**src/rtl/fetch_pkg.sv**
```systemverilog
`default_nettype none
// ============================================================================
//  Module      : fetch_pkg
//  Description : Shared constants and entry type for the instruction fetch
//                unit and its small queues.
//  Revision    : 1.0 - initial release
// ============================================================================
package fetch_pkg;

    localparam int PC_W_DEF     = 10;
    localparam int INSTR_W_DEF  = 32;
    localparam int RESET_PC_DEF = 0;
    localparam int PC_STEP      = 4;
    localparam int FQ_DEPTH     = 2;

    // One decode-bound entry at default widths
    typedef struct packed {
        logic [PC_W_DEF-1:0]    pc;
        logic [INSTR_W_DEF-1:0] instr;
    } fetch_entry_t;

    localparam int ENTRY_W = $bits(fetch_entry_t);

    // Entry width for non-default parameterisations of the fetch unit
    function automatic int entry_width(input int pc_w, input int instr_w);
        return pc_w + instr_w;
    endfunction

endpackage
`default_nettype wire

```
**src/rtl/fetch_fifo.sv**
```systemverilog
`default_nettype none
// ============================================================================
//  Module      : fetch_fifo
//  Description : Two-entry synchronous FIFO with flush and occupancy count.
//                Output is taken straight from storage (no bypass), so data
//                pushed in cycle N is visible in cycle N+1.
//  Revision    : 1.0 - initial release
// ============================================================================
module fetch_fifo
    import fetch_pkg::*;
#(
    parameter int WIDTH = ENTRY_W
) (
    input  logic             clk,
    input  logic             rst,
    input  logic             flush,
    input  logic             push,
    input  logic             pop,
    input  logic [WIDTH-1:0] din,
    output logic [WIDTH-1:0] dout,
    output logic [1:0]       count
);

    logic [WIDTH-1:0] mem [FQ_DEPTH];
    logic             wr_ptr;
    logic             rd_ptr;
    logic             empty;
    logic             full;
    logic             do_pop;
    logic             do_push;

    assign empty   = (count == 2'd0);
    assign full    = (count == 2'(FQ_DEPTH));
    assign do_pop  = pop && !empty;
    // A push into a full queue is only legal when the head leaves in the same cycle
    assign do_push = push && (!full || do_pop);
    assign dout    = mem[rd_ptr];

    // Storage, pointers and occupancy; flush empties without touching data
    always_ff @(posedge clk or negedge rst) begin
        if (!rst) begin
            mem[0] <= '0;
            mem[1] <= '0;
            wr_ptr <= 1'b0;
            rd_ptr <= 1'b0;
            count  <= 2'd0;
        end else if (flush) begin
            wr_ptr <= 1'b0;
            rd_ptr <= 1'b0;
            count  <= 2'd0;
        end else begin
            if (do_push) begin
                mem[wr_ptr] <= din;
                wr_ptr      <= ~wr_ptr;
            end
            if (do_pop) begin
                rd_ptr <= ~rd_ptr;
            end
            count <= count + {1'b0, do_push} - {1'b0, do_pop};
        end
    end

    a_no_overflow: assert property (@(posedge clk) disable iff (!rst)
        !(push && full && !pop && !flush));

endmodule
`default_nettype wire

```
**src/rtl/instr_fetch.sv**
```systemverilog
`default_nettype none
// ============================================================================
//  Module      : instr_fetch
//  Description : Instruction fetch unit. Owns the fetch PC, issues credit-
//                limited requests to instruction memory, drops responses made
//                stale by a redirect and hands {pc, instr} to decode.
//  Revision    : 1.0 - initial release
// ============================================================================
module instr_fetch
    import fetch_pkg::*;
#(
    parameter int PC_W     = PC_W_DEF,
    parameter int INSTR_W  = INSTR_W_DEF,
    parameter int RESET_PC = RESET_PC_DEF
) (
    input  logic               clk,
    input  logic               rst,
    input  logic               redirect_valid,
    input  logic [PC_W-1:0]    redirect_pc,
    output logic               imem_req,
    output logic [PC_W-1:0]    imem_addr,
    input  logic               imem_gnt,
    input  logic               imem_rvalid,
    input  logic [INSTR_W-1:0] imem_rdata,
    output logic               if_valid,
    output logic [PC_W-1:0]    if_pc,
    output logic [INSTR_W-1:0] if_instr,
    input  logic               if_ready
);

    localparam int          EW       = entry_width(PC_W, INSTR_W);
    localparam logic [PC_W-1:0] ALIGN_MASK = ~PC_W'(3);
    localparam logic [PC_W-1:0] START_PC   = PC_W'(RESET_PC) & ALIGN_MASK;

    logic [PC_W-1:0] fetch_pc;
    logic [1:0]      outstanding;
    logic [1:0]      discard;
    logic [1:0]      fifo_count;
    logic [1:0]      tag_count;
    logic [PC_W-1:0] tag_pc;
    logic [EW-1:0]   fifo_dout;
    logic [PC_W-1:0] redirect_target;
    logic [2:0]      in_use;
    logic            pop;
    logic            gnt_acc;
    logic            push_resp;

    assign redirect_target = redirect_pc & ALIGN_MASK;
    assign pop             = if_valid && if_ready;

    // Slots already committed: in-flight requests plus buffered entries, less the one leaving now
    assign in_use    = {1'b0, outstanding} + {1'b0, fifo_count} - {2'b00, pop};
    assign imem_req  = (in_use < 3'd2) && !redirect_valid && rst;
    assign imem_addr = fetch_pc;
    assign gnt_acc   = imem_req && imem_gnt;

    // Responses reach the queue only when nothing stale is still ahead of them
    assign push_resp = imem_rvalid && (discard == 2'd0) && !redirect_valid;

    assign if_valid = (fifo_count != 2'd0);
    assign if_pc    = fifo_dout[EW-1 -: PC_W];
    assign if_instr = fifo_dout[INSTR_W-1:0];

    // Fetch PC, in-flight count and stale-response count
    always_ff @(posedge clk or negedge rst) begin
        if (!rst) begin
            fetch_pc    <= START_PC;
            outstanding <= 2'd0;
            discard     <= 2'd0;
        end else begin
            outstanding <= outstanding + {1'b0, gnt_acc} - {1'b0, imem_rvalid};
            if (redirect_valid) begin
                fetch_pc <= redirect_target;
                // Everything still in flight after this cycle belongs to the old path
                discard  <= outstanding - {1'b0, imem_rvalid};
            end else begin
                if (gnt_acc) begin
                    fetch_pc <= fetch_pc + PC_W'(PC_STEP);
                end
                if (imem_rvalid && (discard != 2'd0)) begin
                    discard <= discard - 2'd1;
                end
            end
        end
    end

    // In-order address tags for granted requests; stale ones retire with their response
    fetch_fifo #(
        .WIDTH (PC_W)
    ) u_tag_q (
        .clk   (clk),
        .rst   (rst),
        .flush (1'b0),
        .push  (gnt_acc),
        .pop   (imem_rvalid),
        .din   (fetch_pc),
        .dout  (tag_pc),
        .count (tag_count)
    );

    // Decode-facing instruction queue, emptied on redirect
    fetch_fifo #(
        .WIDTH (EW)
    ) u_instr_q (
        .clk   (clk),
        .rst   (rst),
        .flush (redirect_valid),
        .push  (push_resp),
        .pop   (pop),
        .din   ({tag_pc, imem_rdata}),
        .dout  (fifo_dout),
        .count (fifo_count)
    );

    a_tags_track_outstanding: assert property (@(posedge clk) disable iff (!rst)
        tag_count == outstanding);

endmodule
`default_nettype wire

```
**config.mk**
```make
export PLATFORM = sky130hd
export DESIGN_NAME = instr_fetch
export DESIGN_NICKNAME = d
export VERILOG_FILES = /design/src/rtl/fetch_pkg.sv /design/src/rtl/fetch_fifo.sv /design/src/rtl/instr_fetch.sv
export SDC_FILE = /design/constraint.sdc
export NUM_CORES = 1
export LEC_CHECK = 0
export CAP_MARGIN = 20
export CELL_PAD_IN_SITES_DETAIL_PLACEMENT = 1
export CELL_PAD_IN_SITES_GLOBAL_PLACEMENT = 1
export CORE_MARGIN = 4
export CORE_UTILIZATION = 30
export CTS_CLUSTER_DIAMETER = 150
export CTS_CLUSTER_SIZE = 40
export DETAILED_ROUTE_END_ITERATION = 8
export PLACE_DENSITY_LB_ADDON = 0.3
export SYNTH_ARGS = -nofsm -noshare
export SYNTH_HDL_FRONTEND = slang
export SYNTH_HIERARCHICAL = 1
export SYNTH_SLANG_ARGS = --single-unit
```
**constraint.sdc**
```tcl
create_clock -name clk -period 2.8 [get_ports clk]
set_input_delay 0.7 -clock clk [delete_from_list [all_inputs] [get_ports clk]]
set_output_delay 0.7 -clock clk [all_outputs]
set_load 0.05 [all_outputs]
```
==> flow_summary.html <==
<table>
<tr><th>Metric</th><th>Value</th></tr>
<tr><th colspan="2">Run status</th></tr>
<tr><td>Run status</td><td>finished with violations</td></tr>
<tr><td>Violated checks</td><td>negative setup slack</td></tr>
<tr><th colspan="2">Worst setup path</th></tr>
<tr><td>Crit path required time</td><td>2.10 ns</td></tr>
<tr><td>Launching element of the worst setup path</td><td>u_instr_q/count[1]</td></tr>
<tr><td>Critical Path End Type</td><td>output pin</td></tr>
<tr><td>WS Path Type</td><td>reg -&gt; out</td></tr>
<tr><td>Slowest cell on the critical path</td><td>dfrtp_1</td></tr>
<tr><td>Crit-path max cell delay</td><td>0.39 ns</td></tr>
<tr><td>Critical path data arrival time</td><td>2.40 ns</td></tr>
<tr><td>Type of origin of the critical path</td><td>register</td></tr>
<tr><td>Max Fanout on Critical Path</td><td>2</td></tr>
<tr><td>Source of the worst register-to-register timing path</td><td>u_instr_q/count[1]</td></tr>
<tr><td>Crit-path cells</td><td>inv_2 -&gt; nand2_4 -&gt; and2_4 -&gt; ha_4 -&gt; nand2b_4 -&gt; fa_2 -&gt; xnor2_2 -&gt; buf_4 -&gt; nor3_4 -&gt; buf_12</td></tr>
<tr><th colspan="2">Global route</th></tr>
<tr><td>Combined global-route utilization of all metal layers</td><td>0.132</td></tr>
<tr><td>Pin count of the biggest net entering global routing</td><td>67</td></tr>
<tr><td>Vias in the first global route</td><td>4339</td></tr>
<tr><td>Antenna violations before repair</td><td>0</td></tr>
<tr><td>First-pass GRT wire length</td><td>23.0 mm</td></tr>
<tr><td>Grt total ovfl</td><td>0</td></tr>
<tr><th colspan="2">Timing</th></tr>
<tr><td>Endpoints failing hold</td><td>0</td></tr>
<tr><td>Post-route minimum period</td><td>3.10 ns</td></tr>
<tr><td>RSZ-0062 raised after global routing</td><td>yes</td></tr>
<tr><td>Number of failing setup endpoints in the final timing report</td><td>29</td></tr>
<tr><td>Final TNS setup</td><td>-4.58 ns</td></tr>
<tr><td>Largest clock skew in the final design</td><td>0.0108 ns</td></tr>
<tr><td>Max_slew headroom</td><td>0.428</td></tr>
<tr><td>Least-Margin Pin Slew</td><td>0.857 ns</td></tr>
<tr><td>Highest attainable clock frequency</td><td>323 MHz</td></tr>
<tr><td>PnR worst setup slack</td><td>-0.298 ns</td></tr>
<tr><td>Part of the cycle the worst path needs</td><td>1.11</td></tr>
<tr><td>Max-slew violation count</td><td>0</td></tr>
<tr><th colspan="2">Synthesis</th></tr>
<tr><td>Cell with the most instances after synthesis</td><td>dfrtp_1</td></tr>
<tr><td>Main flop type after synthesis</td><td>dfrtp_1</td></tr>
<tr><td>Fraction of the yosys area taken by sequential cells</td><td>0.518</td></tr>
<tr><td>Count of mapped cells out of synthesis</td><td>412</td></tr>
<tr><td>Top cells by count, synth</td><td>124 x dfrtp_1, 96 x mux2_2, 50 x mux2_4, 12 x nand2_1</td></tr>
<tr><td>Share of async-settable or async-resettable flops after synthesis</td><td>1.00</td></tr>
<tr><td>Average size of a mapped cell</td><td>14.6 um2</td></tr>
<tr><td>Synthesized cell area</td><td>6000 um2</td></tr>
<tr><td>Largest area contributor in the synthesized netlist</td><td>dfrtp_1</td></tr>
<tr><td>Register bit total from synthesis</td><td>124</td></tr>
<tr><td>Number of enable-type register cells in the synthesized netlist</td><td>0</td></tr>
<tr><td>Share of the synthesized area in the top cell type</td><td>0.518</td></tr>
<tr><td>Number of distinct library cells after synthesis</td><td>45</td></tr>
<tr><td>Yosys warnings</td><td>6</td></tr>
<tr><td>Leading cell types by total area after synthesis</td><td>dfrtp_1 52%, mux2_2 18%, mux2_4 13%</td></tr>
<tr><th colspan="2">Power</th></tr>
<tr><td>Switching part of the total power</td><td>0.362</td></tr>
<tr><td>Clock share of power</td><td>0.275</td></tr>
<tr><td>Combinational cell fraction of total power</td><td>0.392</td></tr>
<tr><td>Proportion of power drawn by flip-flops and latches</td><td>0.333</td></tr>
<tr><td>Net switching power figure</td><td>2.76 mW</td></tr>
<tr><td>Maximum ir drop on the vdd rail</td><td>0.000370 V</td></tr>
<tr><td>Leakage power</td><td>3.93 nW</td></tr>
<tr><td>Pint</td><td>4.87 mW</td></tr>
<tr><td>Power density over the cells</td><td>925 nW/um2</td></tr>
<tr><th colspan="2">Clock tree</th></tr>
<tr><td>Clock tree from TritonCTS</td><td>yes</td></tr>
<tr><td>Clock insertion delay at the later pin of the skew report</td><td>0.41 ns</td></tr>
<tr><td>Root buffer selected by CTS</td><td>clkbuf_16</td></tr>
<tr><td>Number of CTS-inserted buffers</td><td>17</td></tr>
<tr><td>Maximum level of the CTS H-tree</td><td>4</td></tr>
<tr><td>Clock edge transition at the registers on the reported setup and hold paths</td><td>0.06 ns</td></tr>
<tr><td>Longest Clk Path Bufs</td><td>2</td></tr>
<tr><td>Number of hold buffers added after CTS</td><td>0</td></tr>
<tr><td>CTS sink count</td><td>124</td></tr>
<tr><th colspan="2">Floorplan</th></tr>
<tr><td>Initial core utilization</td><td>0.306</td></tr>
<tr><td>Width of the die</td><td>149 um</td></tr>
<tr><td>Height of the die</td><td>149 um</td></tr>
<tr><td>Row Count</td><td>51</td></tr>
<tr><td>Die Outline Area</td><td>22300 um2</td></tr>
<tr><td>I/O pins</td><td>102</td></tr>
<tr><td>Placeable Area</td><td>19600 um2</td></tr>
<tr><th colspan="2">Detailed routing</th></tr>
<tr><td>Per-cell via count in the routed design</td><td>4.58</td></tr>
<tr><td>Iter 0 DRT Violations</td><td>125</td></tr>
<tr><td>Post-detailed-routing wire length</td><td>14.4 mm</td></tr>
<tr><td>Number of design rule violations left after detail routing</td><td>0</td></tr>
<tr><td>Via total after detailed routing</td><td>3805</td></tr>
<tr><td>Initial DRT Pass Iterations</td><td>4</td></tr>
<tr><td>Remaining number of nets flagged by the antenna check after routing</td><td>0</td></tr>
<tr><td>WL/cell</td><td>17.4 um</td></tr>
<tr><th colspan="2">Cells and area</th></tr>
<tr><td>Antenna Cells</td><td>0</td></tr>
<tr><td>Combined flip-flop and latch cell area</td><td>3100 um2</td></tr>
<tr><td>Area of all placed cells without fillers</td><td>8250 um2</td></tr>
<tr><td>Area Overhead vs Synth</td><td>37.6%</td></tr>
<tr><td>Layout cells sized above 1</td><td>0.467</td></tr>
<tr><td># fillers</td><td>2034</td></tr>
<tr><td>Final Net Count</td><td>612</td></tr>
<tr><td>Area of the multi-input gates</td><td>2900 um2</td></tr>
<tr><td>Number of cells in the finished layout apart from fillers</td><td>830</td></tr>
<tr><th colspan="2">Placement</th></tr>
<tr><td>Number of buffers inserted by port buffering</td><td>97</td></tr>
<tr><td>Post-DP HPWL</td><td>9.57 mm</td></tr>
<tr><td>Area after detailed placement</td><td>7490 um2</td></tr>
<tr><td>Final weighted congestion in routability-driven placement</td><td>0.734</td></tr>
<tr><td>Cell total after placement</td><td>788</td></tr>
<tr><th colspan="2">Hold path</th></tr>
<tr><td>Hold WC Path Type</td><td>in -&gt; async</td></tr>
<tr><th colspan="2">Job</th></tr>
<tr><td>Max-cap violations</td><td>0</td></tr>
</table>
power groups by stage:
stage / logic [mW] / clock network, mW / registers [mW]
finish: 2.99 / 2.10 / 2.54
global route: 3.18 / 2.26 / 2.60
CTS: 2.91 / 2.17 / 2.54
detailed placement: 2.97 / 0 / 2.57
global placement: 2.91 / 0 / 2.53
floorplan: 2.04 / 0 / 2.51
cell type report:
cell class | count | area share
flip-flops and latches | 124 | 0.376
multi-input cells | 265 | 0.351
repair buffers | 132 | 0.159
clock buffers | 20 | 0.0529
well taps | 265 | 0.0402
clock inverters | 12 | 0.0150
inverters | 12 | 0.00607
timing repair:
action                     CTS  global route
resized for setup           39            34
setup buffers                4             6
pin swaps                    8             5
setup endpoints to repair   57            34
gates cloned                 2             0
per-stage QoR:
| stage | hold WS [ns] | setup slack [ns] | util | power (mW) |
|---|---|---|---|---|
| after floorplan | 0.404 | -0.300 | - | 4.55 |
| after global placement | 0.470 | -0.724 | 0.383 | 5.44 |
| after detailed placement | 0.478 | -0.768 | 0.383 | 5.54 |
| after CTS | 0.0670 | -0.331 | 0.414 | 7.63 |
| after global routing | 0.0665 | -0.414 | 0.421 | 8.04 |
| final | 0.0918 | -0.298 | 0.421 | 7.63 |
registers in the layout, summed over array words and instances, names as in the netlist, 2 cells and up:
signal and cells:
u_instr_q/mem 84, u_tag_q/mem 20, imem_addr 8, outstanding 2, u_instr_q/count 2, discard 2, u_tag_q/count 2
critical path: cells and delay by family, from the launching register on:
| family | cells | cell delay (ns) |
|---|---|---|
| buf+inv | 3 | 0.39 |
| fa+ha+maj | 2 | 0.56 |
| simple gates | 4 | 0.48 |
| xor+xnor | 1 | 0.15 |
| flops | 1 | 0.39 |
logic make-up after synthesis:
kind of cell / count (synthesis) / synth area share
mux: 157 / 0.326
other cells: 1 / 0.000625
xor+xnor: 11 / 0.0173
compound gates: 23 / 0.0305
flops: 124 / 0.518
fa+ha+maj: 12 / 0.0263
buf+inv: 34 / 0.0340
simple gates: 50 / 0.0478
path summary, 6_finish.rpt:
check	end	slack (ns)	depth (start not counted)
max in group asynchronous	u_instr_q/mem[47]	1.67	2
min in group clk	u_tag_q/mem[16]	0.49	1
worst min-delay path	imem_addr[3]	0.09	1
worst min register to register	u_tag_q/mem[16]	0.49	1
worst max register to register	u_tag_q/mem[4]	-0.21	14
worst max-delay path	imem_req	-0.30	10
metal layers:
metal / up-vias / global-route usage / part of all wire
met5: - / 0 / 0
met4: 0 / 0.0522 / 0.014
met3: 10 / 0.0322 / 0.033
met2: 67 / 0.224 / 0.51
met1: 1994 / 0.161 / 0.44
li1: 1734 / - / -
layout by cell type (no fill, tap or decap), types with 6 or more instances in the layout:
| cell | instances |
|---|---|
| clkbuf_16 | 17 |
| dfrtp_1 | 123 |
| nor2_1 | 11 |
| clkinv_2 | 6 |
| nand2_1 | 9 |
| dlygate4sd2_1 | 27 |
| ha_1 | 6 |
| mux2_2 | 96 |
| buf_6 | 8 |
| mux2_4 | 59 |
| conb_1 | 12 |
| xnor2_1 | 6 |
| buf_12 | 7 |
| inv_1 | 8 |
| clkdlybuf4s50_1 | 52 |
| buf_4 | 31 |
No activity file was read; power rests on OpenSTA's default activity.
